[config.mk]
export PLATFORM = sky130hd
export DESIGN_NAME = i2c_slave_regbank_flat
export DESIGN_NICKNAME = d
export VERILOG_FILES = /design/src/rtl/i2c_slave_regbank_if.sv /design/src/rtl/i2c_slave_regbank.sv /design/src/flat_wrapper.sv
export SDC_FILE = /design/constraint.sdc
export NUM_CORES = 1
export LEC_CHECK = 0
export ABC_AREA = 1
export BUFFER_PORTS_ARGS = -buffer_cell sky130_fd_sc_hd__buf_2
export CORE_ASPECT_RATIO = 0.7
export CORE_MARGIN = 2
export CORE_UTILIZATION = 25
export DETAILED_ROUTE_END_ITERATION = 16
export SLEW_MARGIN = 20
export SYNTH_ARGS = -nofsm -noshare
export SYNTH_HDL_FRONTEND = slang
export SYNTH_SLANG_ARGS = --single-unit
[constraint.sdc]
create_clock -name clk -period 6.27 [get_ports clk]
set_input_delay 0.9405 -clock clk [delete_from_list [all_inputs] [get_ports clk]]
set_output_delay 0.9405 -clock clk [all_outputs]
set_load 0.02 [all_outputs]
[src/rtl/i2c_slave_regbank_if.sv]
// Byte-level handshake between the I2C slave engine and the register-bank driver.
interface i2c_slave_regbank_if;
  logic [6:0] address;
  logic [7:0] datareceive;
  logic       received;
  logic [7:0] datasend;
  logic       sended;
  logic       stop;

  // master: the slave engine; slave: the register-bank driver
  modport master (input address, datasend, output datareceive, received, sended, stop);
  modport slave  (output address, datasend, input datareceive, received, sended, stop);
endinterface

[src/rtl/i2c_slave_regbank.sv]
// 16 x 8 register bank behind an I2C slave engine: pointer byte, auto-increment with
// wrap, read-only status register 15, local side port and end-of-write interrupt.
module i2c_slave_regbank #(
  parameter logic [6:0] SLAVE_ADDR = 7'h27,
  parameter logic [7:0] RESET_R0   = 8'h00
) (
  input  logic                       clk,
  input  logic                       reset,
  i2c_slave_regbank_if.slave         bus,
  input  logic                       lwe,
  input  logic [3:0]                 laddr,
  input  logic [7:0]                 ldata,
  output logic [7:0]                 lq,
  input  logic [7:0]                 status_in,
  output logic [7:0]                 ctrl,
  output logic                       irq,
  output logic [3:0]                 ptr
);

  typedef enum logic {ST_PTR, ST_DATA} state_t;

  state_t     state, state_nxt;
  logic [3:0] ptr_nxt;
  logic       wrote, wrote_nxt;
  logic       irq_nxt;
  logic       i2c_we;
  logic [7:0] regs     [0:14];
  logic [7:0] regs_nxt [0:14];
  logic [7:0] ds_nxt;

  assign bus.address = SLAVE_ADDR;
  assign ctrl        = regs[0];

  always_ff @(posedge clk or negedge reset) begin
    if (!reset) begin
      state <= ST_PTR;
      ptr   <= '0;
      wrote <= 1'b0;
      irq   <= 1'b0;
    end else begin
      state <= state_nxt;
      ptr   <= ptr_nxt;
      wrote <= wrote_nxt;
      irq   <= irq_nxt;
    end
  end

  // received takes priority over sended; stop is applied after the byte so irq sees its write
  always_comb begin
    state_nxt = state;
    ptr_nxt   = ptr;
    wrote_nxt = wrote;
    irq_nxt   = 1'b0;
    i2c_we    = 1'b0;
    if (bus.received) begin
      if (state == ST_PTR) begin
        ptr_nxt   = bus.datareceive[3:0];
        state_nxt = ST_DATA;
      end else begin
        i2c_we    = (ptr != 4'hF);
        ptr_nxt   = ptr + 4'd1;
        wrote_nxt = 1'b1;
      end
    end else if (bus.sended) begin
      ptr_nxt = ptr + 4'd1;
    end
    if (bus.stop) begin
      state_nxt = ST_PTR;
      irq_nxt   = wrote_nxt;
      wrote_nxt = 1'b0;
    end
  end

  // Index 15 has no storage, so writes to it fall away; the I2C write overrides a local one
  always_comb begin
    for (int unsigned i = 0; i < 15; i++) begin
      regs_nxt[i] = regs[i];
      if (lwe && laddr == 4'(i))
        regs_nxt[i] = ldata;
      if (i2c_we && ptr == 4'(i))
        regs_nxt[i] = bus.datareceive;
    end
  end

  always_comb begin
    ds_nxt = status_in;
    for (int unsigned i = 0; i < 15; i++)
      if (ptr_nxt == 4'(i))
        ds_nxt = regs_nxt[i];
  end

  always_comb begin
    lq = status_in;
    for (int unsigned i = 0; i < 15; i++)
      if (laddr == 4'(i))
        lq = regs[i];
  end

  always_ff @(posedge clk or negedge reset) begin
    if (!reset) begin
      for (int unsigned i = 0; i < 15; i++)
        regs[i] <= (i == 0) ? RESET_R0 : '0;
      bus.datasend <= RESET_R0;
    end else begin
      for (int unsigned i = 0; i < 15; i++)
        regs[i] <= regs_nxt[i];
      bus.datasend <= ds_nxt;
    end
  end

endmodule

[src/flat_wrapper.sv]
// flat-port wrapper written by rule: the top's interface ports become plain ports
module i2c_slave_regbank_flat 
#(
  parameter logic [6:0] SLAVE_ADDR = 7'h27,
  parameter logic [7:0] RESET_R0   = 8'h00
)
  (clk, reset, lwe, laddr, ldata, lq, status_in, ctrl, irq, ptr, bus_address, bus_datasend, bus_datareceive, bus_received, bus_sended, bus_stop);
  i2c_slave_regbank_if bus_i ();
  input  logic clk;
  input  logic reset;
  input  logic lwe;
  input  logic [3:0] laddr;
  input  logic [7:0] ldata;
  output logic [7:0] lq;
  input  logic [7:0] status_in;
  output logic [7:0] ctrl;
  output logic irq;
  output logic [3:0] ptr;
  output wire logic [$bits(bus_i.address)-1:0] bus_address;
  output wire logic [$bits(bus_i.datasend)-1:0] bus_datasend;
  input wire logic [$bits(bus_i.datareceive)-1:0] bus_datareceive;
  input wire logic [$bits(bus_i.received)-1:0] bus_received;
  input wire logic [$bits(bus_i.sended)-1:0] bus_sended;
  input wire logic [$bits(bus_i.stop)-1:0] bus_stop;
  assign bus_address = bus_i.address;
  assign bus_datasend = bus_i.datasend;
  assign bus_i.datareceive = bus_datareceive;
  assign bus_i.received = bus_received;
  assign bus_i.sended = bus_sended;
  assign bus_i.stop = bus_stop;
  i2c_slave_regbank #(.SLAVE_ADDR(SLAVE_ADDR), .RESET_R0(RESET_R0)) u_core (.clk(clk), .reset(reset), .bus(bus_i), .lwe(lwe), .laddr(laddr), .ldata(ldata), .lq(lq), .status_in(status_in), .ctrl(ctrl), .irq(irq), .ptr(ptr));
endmodule
==> summary.txt, run 1 <==
Floorplan
  • IO Pins: 70
  • # rows: 59
  • Height of the chip: between 150 and 200 um
  • Starting Density: about 25%
  • Die X-Extent: 237.5 um
  • Core outline area: roughly 37,000 um2
  • Overall die area: roughly 40,000 um2

Power and ir drop
  • Power per standard cell area: between 300 and 400 nW/um2
  • Maximum vdd ir drop: 0.0001902 V
  • Leak pwr: around 5.0 nW

CTS
  • Clock tree from TritonCTS: built
  • Number of gates resized after cts: 0
  • Buffers inserted during post-CTS setup optimization: 0
  • Clock input transition at the sequential cells of the worst setup and hold paths: 0.06 ns
  • Num CTS Buffers: 17
  • Skew-Pair Late Insertion Delay: roughly 0.44 ns
  • Clk sink count: 135
  • Clk Tree Root Cell: clkbuf_16
  • H-tree depth reported by CTS: 4
  • Maximum count of clock buffers along a single path: 2
  • CTS hold repair buffers: 0

Detailed routing
  • Wire length per cell: 19.44 um
  • Post-detailed-route count of antenna-violating nets: 0
  • Vias per cell: 5.180
  • Wirelength, routed: 37,490 um
  • Remaining design rule violation count: 0
  • Initial detailed-routing violation count: between 1,000 and 1,500
  • Total via count after detailed routing: ~10,000
  • First-pass iteration count of the detailed router: 5

Finish
  • Total number of nets in the final design: 1,466
  • Layout cells sized above 1: 13.74%
  • Final Core Density: roughly 29%
  • Antenna diode count: 0
  • Area overhead of the layout relative to synthesis: 12.74%

Outcome
  • Result of the run: complete, no violations

Critical path
  • Crit path arrival time: around 3.8 ns
  • FF-to-FF Start: u_core.ptr[0]$_DFF_PN0_
  • Worst-path fanout max: 11
  • Launching element of the worst setup path: laddr[3]
  • Critical path required time: between 5 and 6 ns
  • Kind of capture point of the worst setup path: primary output
  • Type of the worst setup path: in -> out
  • Crit start category: input pin

Timing
  • Tightest Pin Transition: roughly 1.1 ns
  • Number of hold violations in the final report: 0
  • Worst-case hold slack: around 0.53 ns
  • Final-layout setup total negative slack: 0 ns
  • RSZ-0062 raised after global routing: false
  • Min cycle time layout: between 4 and 5 ns
  • Number of slew-limit violations in the final report: 0
  • Post-route setup slack: 1.529 ns
  • Worst-case clock skew: around 0.0097 ns
  • Portion of the clock cycle consumed by the worst path in the final layout: 75.61%
  • Number of setup violations in the final report: 0
  • Fmax: between 200 and 250 MHz
  • Max transition margin: a little over a quarter

Global route
  • First-pass GRT wire length: 57,410 um
  • Largest net degree at the start of global routing: 84
  • Number of global-route vias before repair: 9,247
  • Global Route Usage Sum: a little under a fifth
  • Overall overflow remaining after global route: 0
  • Initial antenna violation count: 1

Placed design
  • Routability congestion estimate from global placement: 0.9132
  • IO Port Bufs: slightly above 60
  • Dpl ws: roughly 1.6 ns
  • Detailed Place HPWL: about 28,000 um

Logic synthesis
  • Post-Synthesis Cell Area: ~9500 um2
  • Synthesized instance count: between 1,000 and 1,500
  • Count of unique library cells instantiated by Yosys: 42
  • Count of synthesis-stage warnings from yosys: 0
  • Sequential fraction of the synthesis area: between 30% and 40%
  • Mean post-synth cell area: roughly 6.8 um2
  • Total of flip-flops plus latches after synthesis: ~140
  • Ys async rst share: 100.0%
  • Main flop type after synthesis: dfrtp_1
  • Post-synth EDFFs: 0

Hold path
  • Hold Crit Start: u_core.wrote$_DFF_PN0_
  • Worst Hold Class: reg -> reg

Flow run
  • Maxcap violations: 0
Yosys cell counts (all sizes together), types with 4 or more instances:
cell type / instances / area share [%]
ha: 4 / 0.52
o22ai: 9 / 0.59
nand3: 100 / 5.5
nand2: 440 / 18
o21ai: 172 / 9.3
o211ai: 96 / 7.7
buf: 45 / 3.2
inv: 155 / 6.2
a31oi: 4 / 0.49
clkinv: 5 / 0.20
or2: 7 / 0.46
dfrtp: 135 / 35
a21oi: 67 / 3.6
nor2: 127 / 6.8
clkbuf: 23 / 0.90
metrics by stage:
| step | cells | area, um2 | power [mW] |
|---|---|---|---|
| final | 1929 | 10760 | 3.673 |
| after global routing | 1929 | 10760 | 3.886 |
| after CTS | 1929 | 10760 | 3.646 |
| after detailed placement | 1897 | 10170 | 2.597 |
| after global placement | 1897 | 10170 | 2.578 |
| after floorplan | 1406 | 9562 | 2.208 |
cells by family (layout without fill, tap and decap cells):
family | count (synthesis) | after routing | share of synthesized area (%)
AOI/OAI and AO/OA | 355 | 355 | 22.25
buffers and inverters | 228 | 263 | 10.50
DFF | 135 | 135 | 35.40
and+or+nand+nor | 677 | 677 | 31.24
adders and majority gates | 4 | 4 | 0.5245
other | 2 | 7 | 0.07870
cell type report:
class / instances / area (um2)
well taps: 488 / 610.6
multi-input cells: 1043 / 5184
clock buffers: 19 / 442.9
fillers: 4061 / 26670
flip-flops and latches: 135 / 3378
clock inverters: 13 / 146.4
repair buffers: 71 / 384.1
inverters: 160 / 613.1
per-layer routing:
layer,GRT usage [%],part of all wire [%],up-vias
li1,-,-,4666
met5,0,0.024,-
met3,4.748,11,54
met2,26.55,41,539
met4,5.633,2.2,2
met1,28.44,47,4731
cell usage in the layout, fill, tap and decap left out, types with 7 or more instances in the layout:
cell | netlist | routed
nand2_1 | 426 | 426
o21ai_0 | 144 | 144
dfrtp_1 | 135 | 135
inv_1 | 124 | 124
nor2_1 | 102 | 101
nand3_1 | 96 | 96
o211ai_1 | 93 | 93
a21oi_1 | 64 | 64
buf_2 | 20 | 61
inv_2 | 26 | 26
o21ai_1 | 22 | 22
clkbuf_16 | 0 | 17
nor2_4 | 11 | 11
nor2_2 | 10 | 11
o22ai_1 | 9 | 9
buf_4 | 19 | 9
nand2_4 | 7 | 7
conb_1 | 2 | 7
report_power, final:
part | internal, mW | total (mW) | switching (mW)
sequential | 1.17 | 1.38 | 0.205
combinational | 0.421 | 1.25 | 0.827
clock | 0.600 | 1.05 | 0.448
total | 2.19 | 3.67 | 1.48
state kept, by name, summed over array words and instances (netlist names):
register / flops
u_core.wrote: 1
u_core.irq: 1
u_core.state: 1
u_core.bus.datasend: 8
u_core.ctrl: 8
u_core.regs: 112
u_core.ptr: 4
path summary, 6_finish.rpt:
check	end	slack [ns]	depth (start not counted)
min in group asynchronous	u_core.regs[2]$_DFF_PN0_	0.59	1
max in group asynchronous	u_core.regs[25]$_DFF_PN0_	4.38	2
setup / recovery	lq[3]	1.53	20
hold reg to reg	u_core.wrote$_DFF_PN0_	0.53	2
hold / removal	u_core.wrote$_DFF_PN0_	0.53	2
setup reg to reg	u_core.bus.datasend[3]$_DFF_PN0_	2.73	25
worst max-delay path, cell delays in order:
cell	delay, ns
buf_2	0.12
inv_1	0.07
nand2_1	0.10
nor2_1	0.62
inv_1	0.29
o211ai_1	0.20
nand3_1	0.11
o21ai_0	0.10
a21oi_1	0.11
o221ai_1	0.19
nand3_1	0.10
o21ai_0	0.11
nand2_1	0.08
o211ai_1	0.09
nand2_1	0.13
nand2_1	0.09
nand2_1	0.06
nand2_1	0.06
nand2_1	0.04
buf_2	0.15
Power figures use the tool's default switching activity.
==> run 2, diff against run 1 <==
- clock period: 6.27 -> 4.08 ns (I/O delays scaled with it)
==> summary.txt, run 2 (synthesis gave the netlist of run 1 again) <==
Finish
  • Top library cells by usage in the layout, fill and taps aside: nand2_1 (425), o21ai_0 (144), dfrtp_1 (135)
  • Area overhead of the layout relative to synthesis: 15.41%
  • Most common library cell in the layout ignoring fill and taps: nand2_1
  • Total number of nets in the final design: 1,498 (+2.2%)
  • Non-filler instance count after layout: 1,961 (+1.7%)
  • Flip-flop count of the largest register after layout: 112 (unchanged)
  • Antenna diode count: 0 (unchanged)
  • Top register by number of flip-flops: u_core.regs
  • Post-route cell area: 11,010 um2 (+2.4%)
  • Layout cells sized above 1: 15.89% (+2.1 points)
  • Final Core Density: 29.43% (+0.68 points)

Critical path
  • Crit start category: input pin
  • Type of the worst setup path: in -> out
  • Chain of cells forming the critical path: buf_2, nor2_2, inv_1, nor2_2, inv_1, buf_4, o211ai_1, nand3_1, nand3_1, nand3_1, nand3_1, nand3_1, o21ai_0, nand2_1, nand3_1, nand2_1, nand2_1, nand2_1, buf_2
  • Most repeated library cell on the critical path: nand3_1
  • Worst-path fanout max: 12 (+1)
  • Standard cell with the maximum stage delay on the critical path: nor2_2
  • Maximum single-stage delay on the critical path: 0.24 ns (-0.38 ns)
  • Critical path required time: 3.47 ns (-1.86 ns)
  • Crit path arrival time: 3.08 ns (-0.72 ns)
  • Kind of capture point of the worst setup path: primary output

Floorplan
  • Overall die area: 39,780 um2 (unchanged)
  • IO Pins: 70 (unchanged)
  • Height of the chip: 167.5 um (unchanged)
  • # rows: 59 (unchanged)
  • Starting Density: 25.50% (unchanged)
  • Core outline area: 37,430 um2 (unchanged)
  • Die X-Extent: 237.5 um (unchanged)

Power and ir drop
  • Logic pwr share: 34.4% (+0.4 points)
  • Maximum vdd ir drop: 0.0002953 V (+55%)
  • Proportion of power drawn by the clock network: 28.3% (-0.2 points)
  • Leak pwr: 5.177 nW (+3.8%)
  • Sw frac: 40.76% (+0.46 points)
  • Internal power contribution: 3.378 mW (+54%)
  • Power per standard cell area: 517.8 nW/um2 (+52%)
  • Sequential Power Share: 37.3% (-0.2 points)
  • Switching power: 2.324 mW (+57%)

Detailed routing
  • Initial detailed-routing violation count: 1,233 (+4.6%)
  • Wire length per cell: 19.67 um (+1.2%)
  • First-pass iteration count of the detailed router: 5 (unchanged)
  • Post-detailed-route count of antenna-violating nets: 0 (unchanged)
  • Remaining design rule violation count: 0 (unchanged)
  • Wirelength, routed: 38,580 um (+2.9%)
  • Total via count after detailed routing: 10,190 (+2.0%)
  • Vias per cell: 5.196 (+0.31%)

CTS
  • Clock input transition at the sequential cells of the worst setup and hold paths: 0.06 ns (about the same)
  • H-tree depth reported by CTS: 4 (unchanged)
  • Number of gates resized after cts: 0 (unchanged)
  • Clk Tree Root Cell: clkbuf_16
  • Num CTS Buffers: 17 (unchanged)
  • Maximum count of clock buffers along a single path: 2 (unchanged)
  • CTS hold repair buffers: 0 (unchanged)
  • Clock tree from TritonCTS: built
  • Clk sink count: 135 (unchanged)
  • Buffers inserted during post-CTS setup optimization: 0 (unchanged)
  • Skew-Pair Late Insertion Delay: 0.45 ns (about the same)

Placed design
  • Routability congestion estimate from global placement: 0.9942 (+8.9%)
  • Detailed Place HPWL: 28,990 um (+5.3%)
  • Placed Cells: 1,929 (+1.7%)
  • Cell area after placement: 10,410 um2 (+2.4%)
  • IO Port Bufs: 62 (unchanged)

Hold path
  • Worst Hold Class: in -> async

Global route
  • Largest net degree at the start of global routing: 74 (-12%)
  • First-pass GRT wire length: 59,030 um (+2.8%)
  • Number of global-route vias before repair: 9,479 (+2.5%)
  • Overall overflow remaining after global route: 0 (unchanged)
  • Global Route Usage Sum: 19.59% (+0.58 points)
  • Initial antenna violation count: 1 (unchanged)

Timing
  • Number of setup violations in the final report: 0 (unchanged)
  • Number of hold violations in the final report: 0 (unchanged)
  • Worst-case clock skew: 0.01251 ns (+0.002847 ns)
  • Fmax: between 200 and 300 MHz
  • Tightest Pin Transition: 0.7991 ns (-0.2966 ns)
  • Max transition margin: 46.73% (+20 points)
  • RSZ-0062 raised after global routing: false
  • Final-layout setup total negative slack: 0 ns (unchanged)
  • Portion of the clock cycle consumed by the worst path in the final layout: about nine tenths
  • Min cycle time layout: 3.692 ns
  • Number of slew-limit violations in the final report: 0 (unchanged)

Outcome
  • Result of the run: complete, no violations

Flow run
  • Maxcap violations: 0 (unchanged)
-- run 2: changes by cell type in the layout (fill, tap and decap cells not counted) --
cell and delta:
buf_4 +32, clkinvlp_4 -4, inv_6 +4, nor2_1 -2
nor2_2 +2, clkbuf_1 -1, clkbuf_8 -1, clkinv_2 +1
clkinv_4 +1, nand2_1 -1, nand2_4 +1
-- run 2: through the flow --
stage                     worst slack, ns  hold WS, ns  total power [mW]
after floorplan                     1.100       0.3164             3.393
after global placement             0.2990       0.5014             3.991
after detailed placement           0.2242       0.5060             4.031
after CTS                          0.2232       0.2236             5.660
after global routing             0.002748       0.2128             6.033
final                              0.3885       0.1587             5.703
-- run 2: critical path, delay by kind of cell --
kind,cells,cell delay (ns)
buffers and inverters,5,0.86
AND/OR/NAND/NOR,12,1.32
AO/OA/AOI/OAI,2,0.28
-- run 2: final timing paths --
path	from	endpoint	slack [ns]	depth (start not counted)
max	laddr[0]	lq[2]	0.39	19
min	reset	u_core.regs[2]$_DFF_PN0_	0.16	1
max reg2reg	u_core.ptr[0]$_DFF_PN0_	u_core.bus.datasend[6]$_DFF_PN0_	0.77	27
min reg2reg	u_core.wrote$_DFF_PN0_	u_core.wrote$_DFF_PN0_	0.51	2
max in group asynchronous	reset	u_core.regs[51]$_DFF_PN0_	2.86	2
min in group clk	bus_stop	u_core.state$_DFFE_PN0P_	0.35	2
-- run 2: cell type report --
class / count / area (um2)
Timing Repair Buffer: 103 / 624.3
Inverter: 160 / 613.1
Tap cell: 488 / 610.6
Clock inverter: 15 / 165.2
Clock buffer: 17 / 425.4
Sequential cell: 135 / 3378
Fill cell: 4075 / 26410
Multi-Input combinational cell: 1043 / 5196
-- run 2: per-layer routing --
layer	wire length (um)	track usage, %	vias to the layer above
li1	-	-	4733
met1	18060	29.62	4829
met2	15340	26.80	576
met3	4289	5.012	49
met5	8	0	-
met4	886	5.989	2
-- run 2: power by group through the flow --
stage | clock (mW) | combinational, mW | sequential, mW
floorplan | 0 | 1.34 | 2.05
global placement | 0 | 1.87 | 2.12
detailed placement | 0 | 1.91 | 2.12
CTS | 1.63 | 1.92 | 2.11
finish | 1.62 | 1.96 | 2.13
global route | 1.69 | 2.18 | 2.17
==> run 3, diff against run 2 <==
- CTS_BUF_LIST: default -> sky130_fd_sc_hd__clkbuf_4 sky130_fd_sc_hd__clkbuf_8 sky130_fd_sc_hd__clkbuf_16
- SETUP_SLACK_MARGIN: default -> 0.15
- clock period: 4.08 -> 4 ns (I/O delays scaled with it)
==> summary.txt, run 3 (synthesis gave the netlist of run 1 again) <==
Global route
  • Initial antenna violation count: 1 (unchanged)
  • Global Route Usage Sum: 19.56% (-0.023 points)
  • Overall overflow remaining after global route: 0 (unchanged)
  • First-pass GRT wire length: 59,020 um (about the same)
  • Number of global-route vias before repair: 9,513 (+0.36%)
  • Largest net degree at the start of global routing: 91 (+23%)

CTS
  • Clock input transition at the sequential cells of the worst setup and hold paths: 0.07 ns (about the same)
  • CTS hold repair buffers: 0 (unchanged)
  • Clk Tree Root Cell: clkbuf_16
  • Skew-Pair Late Insertion Delay: 0.44 ns (about the same)
  • Buffers inserted during post-CTS setup optimization: 0 (unchanged)
  • H-tree depth reported by CTS: 4 (unchanged)
  • Maximum count of clock buffers along a single path: 2 (unchanged)
  • Clock tree from TritonCTS: built
  • Num CTS Buffers: 17 (unchanged)
  • Clk sink count: 135 (unchanged)

Placed design
  • IO Port Bufs: 62 (unchanged)
  • Routability congestion estimate from global placement: 0.9930 (-0.12%)
  • Cell area after placement: 10,410 um2 (about the same)
  • Dpl ws: 0.2452 ns (+0.02096 ns)
  • Detailed Place HPWL: 28,920 um (-0.23%)

Timing
  • Worst-case hold slack: 0.2576 ns (+0.09897 ns)
  • Number of slew-limit violations in the final report: 0 (unchanged)
  • Min cycle time layout: roughly 3.7 ns
  • Fmax: roughly 270 MHz
  • RSZ-0062 raised after global routing: false
  • Tightest Pin Transition: 0.8925 ns (+0.09339 ns)
  • Number of setup violations in the final report: 0 (unchanged)
  • Post-route setup slack: 0.3331 ns (-0.05534 ns)
  • Portion of the clock cycle consumed by the worst path in the final layout: a little over 90%
  • Number of hold violations in the final report: 0 (unchanged)
  • Worst-case clock skew: 0.01547 ns (+0.002965 ns)
  • Max transition margin: 40.50% (-6.2 points)
  • Final-layout setup total negative slack: 0 ns (unchanged)

Finish
  • Most common library cell in the layout ignoring fill and taps: nand2_1
  • Area overhead of the layout relative to synthesis: 15.76%
  • Layout cells sized above 1: 15.83% (-0.057 points)
  • Top register by number of flip-flops: u_core.regs
  • Post-route cell area: 11,050 um2 (+0.31%)
  • Flip-flop count of the largest register after layout: 112 (unchanged)
  • Antenna diode count: 0 (unchanged)
  • Total number of nets in the final design: 1,497 (-0.067%)
  • Top library cells by usage in the layout, fill and taps aside: nand2_1 (424), o21ai_0 (144), dfrtp_1 (135)
  • Final Core Density: 29.52% (+0.090 points)
  • Number of fill cells in the layout: 4,043 (-0.79%)

Floorplan
  • Core outline area: 37,430 um2 (unchanged)
  • Height of the chip: 167.5 um (unchanged)
  • Die X-Extent: 237.5 um (unchanged)
  • Overall die area: 39,780 um2 (unchanged)
  • IO Pins: 70 (unchanged)
  • Starting Density: 25.50% (unchanged)
  • # rows: 59 (unchanged)

Outcome
  • Result of the run: complete, no violations

Detailed routing
  • Vias per cell: 5.241 (+0.88%)
  • Remaining design rule violation count: 0 (unchanged)
  • Wirelength, routed: 38,320 um (-0.66%)
  • Total via count after detailed routing: 10,270 (+0.82%)
  • Wire length per cell: 19.55 um (-0.61%)
  • Initial detailed-routing violation count: 1,424 (+15%)
  • Post-detailed-route count of antenna-violating nets: 0 (unchanged)
  • First-pass iteration count of the detailed router: 6 (+1)

Power and ir drop
  • Maximum vdd ir drop: 0.0002798 V (-5.2%)
  • Leak pwr: 5.194 nW (+0.33%)
  • Power per standard cell area: 532.2 nW/um2 (+2.8%)

Hold path
  • Worst Hold Class: in -> async

Critical path
  • Type of the worst setup path: in -> out
  • Crit path arrival time: 3.07 ns (about the same)
  • Worst-path fanout max: 7 (-5)
  • Critical path required time: 3.40 ns (-0.07 ns)
  • Kind of capture point of the worst setup path: primary output
  • Crit start category: input pin

Flow run
  • Maxcap violations: 0 (unchanged)
-- run 3: layer usage --
metal	global-route usage (%)	vias up	share of wire, %	wire (um)
li1	-	4738	-	-
met1	29.28	4868	45	17380
met2	26.70	612	40	15200
met3	5.621	53	13	4819
met4	5.906	2	2.4	911
met5	0	-	0.031	12
-- run 3: worst max-delay path, stage by stage --
cell and delay (ns):
buf_2 0.13, inv_2 0.04, nand2_1 0.20, nor2_1 0.11
inv_1 0.25, o211ai_1 0.15, nand3_1 0.08, o21ai_0 0.10
a21oi_1 0.16, a21oi_1 0.06, o21ai_0 0.23, nor2_1 0.07
o21a_1 0.17, o21ai_0 0.18, nand3_1 0.14, nand3_1 0.13
nand2_1 0.06, nand2_1 0.05, buf_2 0.16
-- run 3: final cells by class --
| cell class | count | area, um2 | share of cell area [%] |
|---|---|---|---|
| inverter | 160 | 613.1 | 5.550 |
| clock buffer | 17 | 425.4 | 3.851 |
| timing repair buffer | 102 | 629.4 | 5.697 |
| tap | 488 | 610.6 | 5.527 |
| clock inverter | 15 | 193.9 | 1.756 |
| multi-input combinational | 1043 | 5196 | 47.04 |
| sequential | 135 | 3378 | 30.58 |
-- run 3: worst paths after layout --
path | end | slack (ns) | cells past startpoint | from
max | lq[7] | 0.33 | 19 | laddr[0]
min | u_core.regs[9]$_DFF_PN0_ | 0.26 | 1 | reset
max reg2reg | u_core.bus.datasend[5]$_DFF_PN0_ | 0.70 | 15 | u_core.ptr[0]$_DFF_PN0_
min reg2reg | u_core.wrote$_DFF_PN0_ | 0.52 | 2 | u_core.wrote$_DFF_PN0_
max in group asynchronous | u_core.regs[77]$_DFF_PN0_ | 2.92 | 2 | reset
min in group clk | u_core.state$_DFFE_PN0P_ | 0.34 | 2 | bus_stop
-- run 3: timing repair --
action	4_1_cts	5_1_grt
gates resized for setup	0	5
setup endpoints to repair	0	8
hold endpoints to repair	0	0
-- run 3: through the flow --
| step | total power [mW] | std cells |
|---|---|---|
| floorplan | 3.461 | 1406 |
| global placement | 4.101 | 1928 |
| detailed placement | 4.125 | 1928 |
| CTS | 5.837 | 1960 |
| global route | 6.222 | 1960 |
| finish | 5.879 | 1960 |
-- run 3: where the power goes --
part / switching [mW] / internal, mW / total, mW
clock: 0.741 / 0.958 / 1.70
sequential: 0.357 / 1.84 / 2.19
combinational: 1.31 / 0.678 / 1.99
total: 2.41 / 3.47 / 5.88
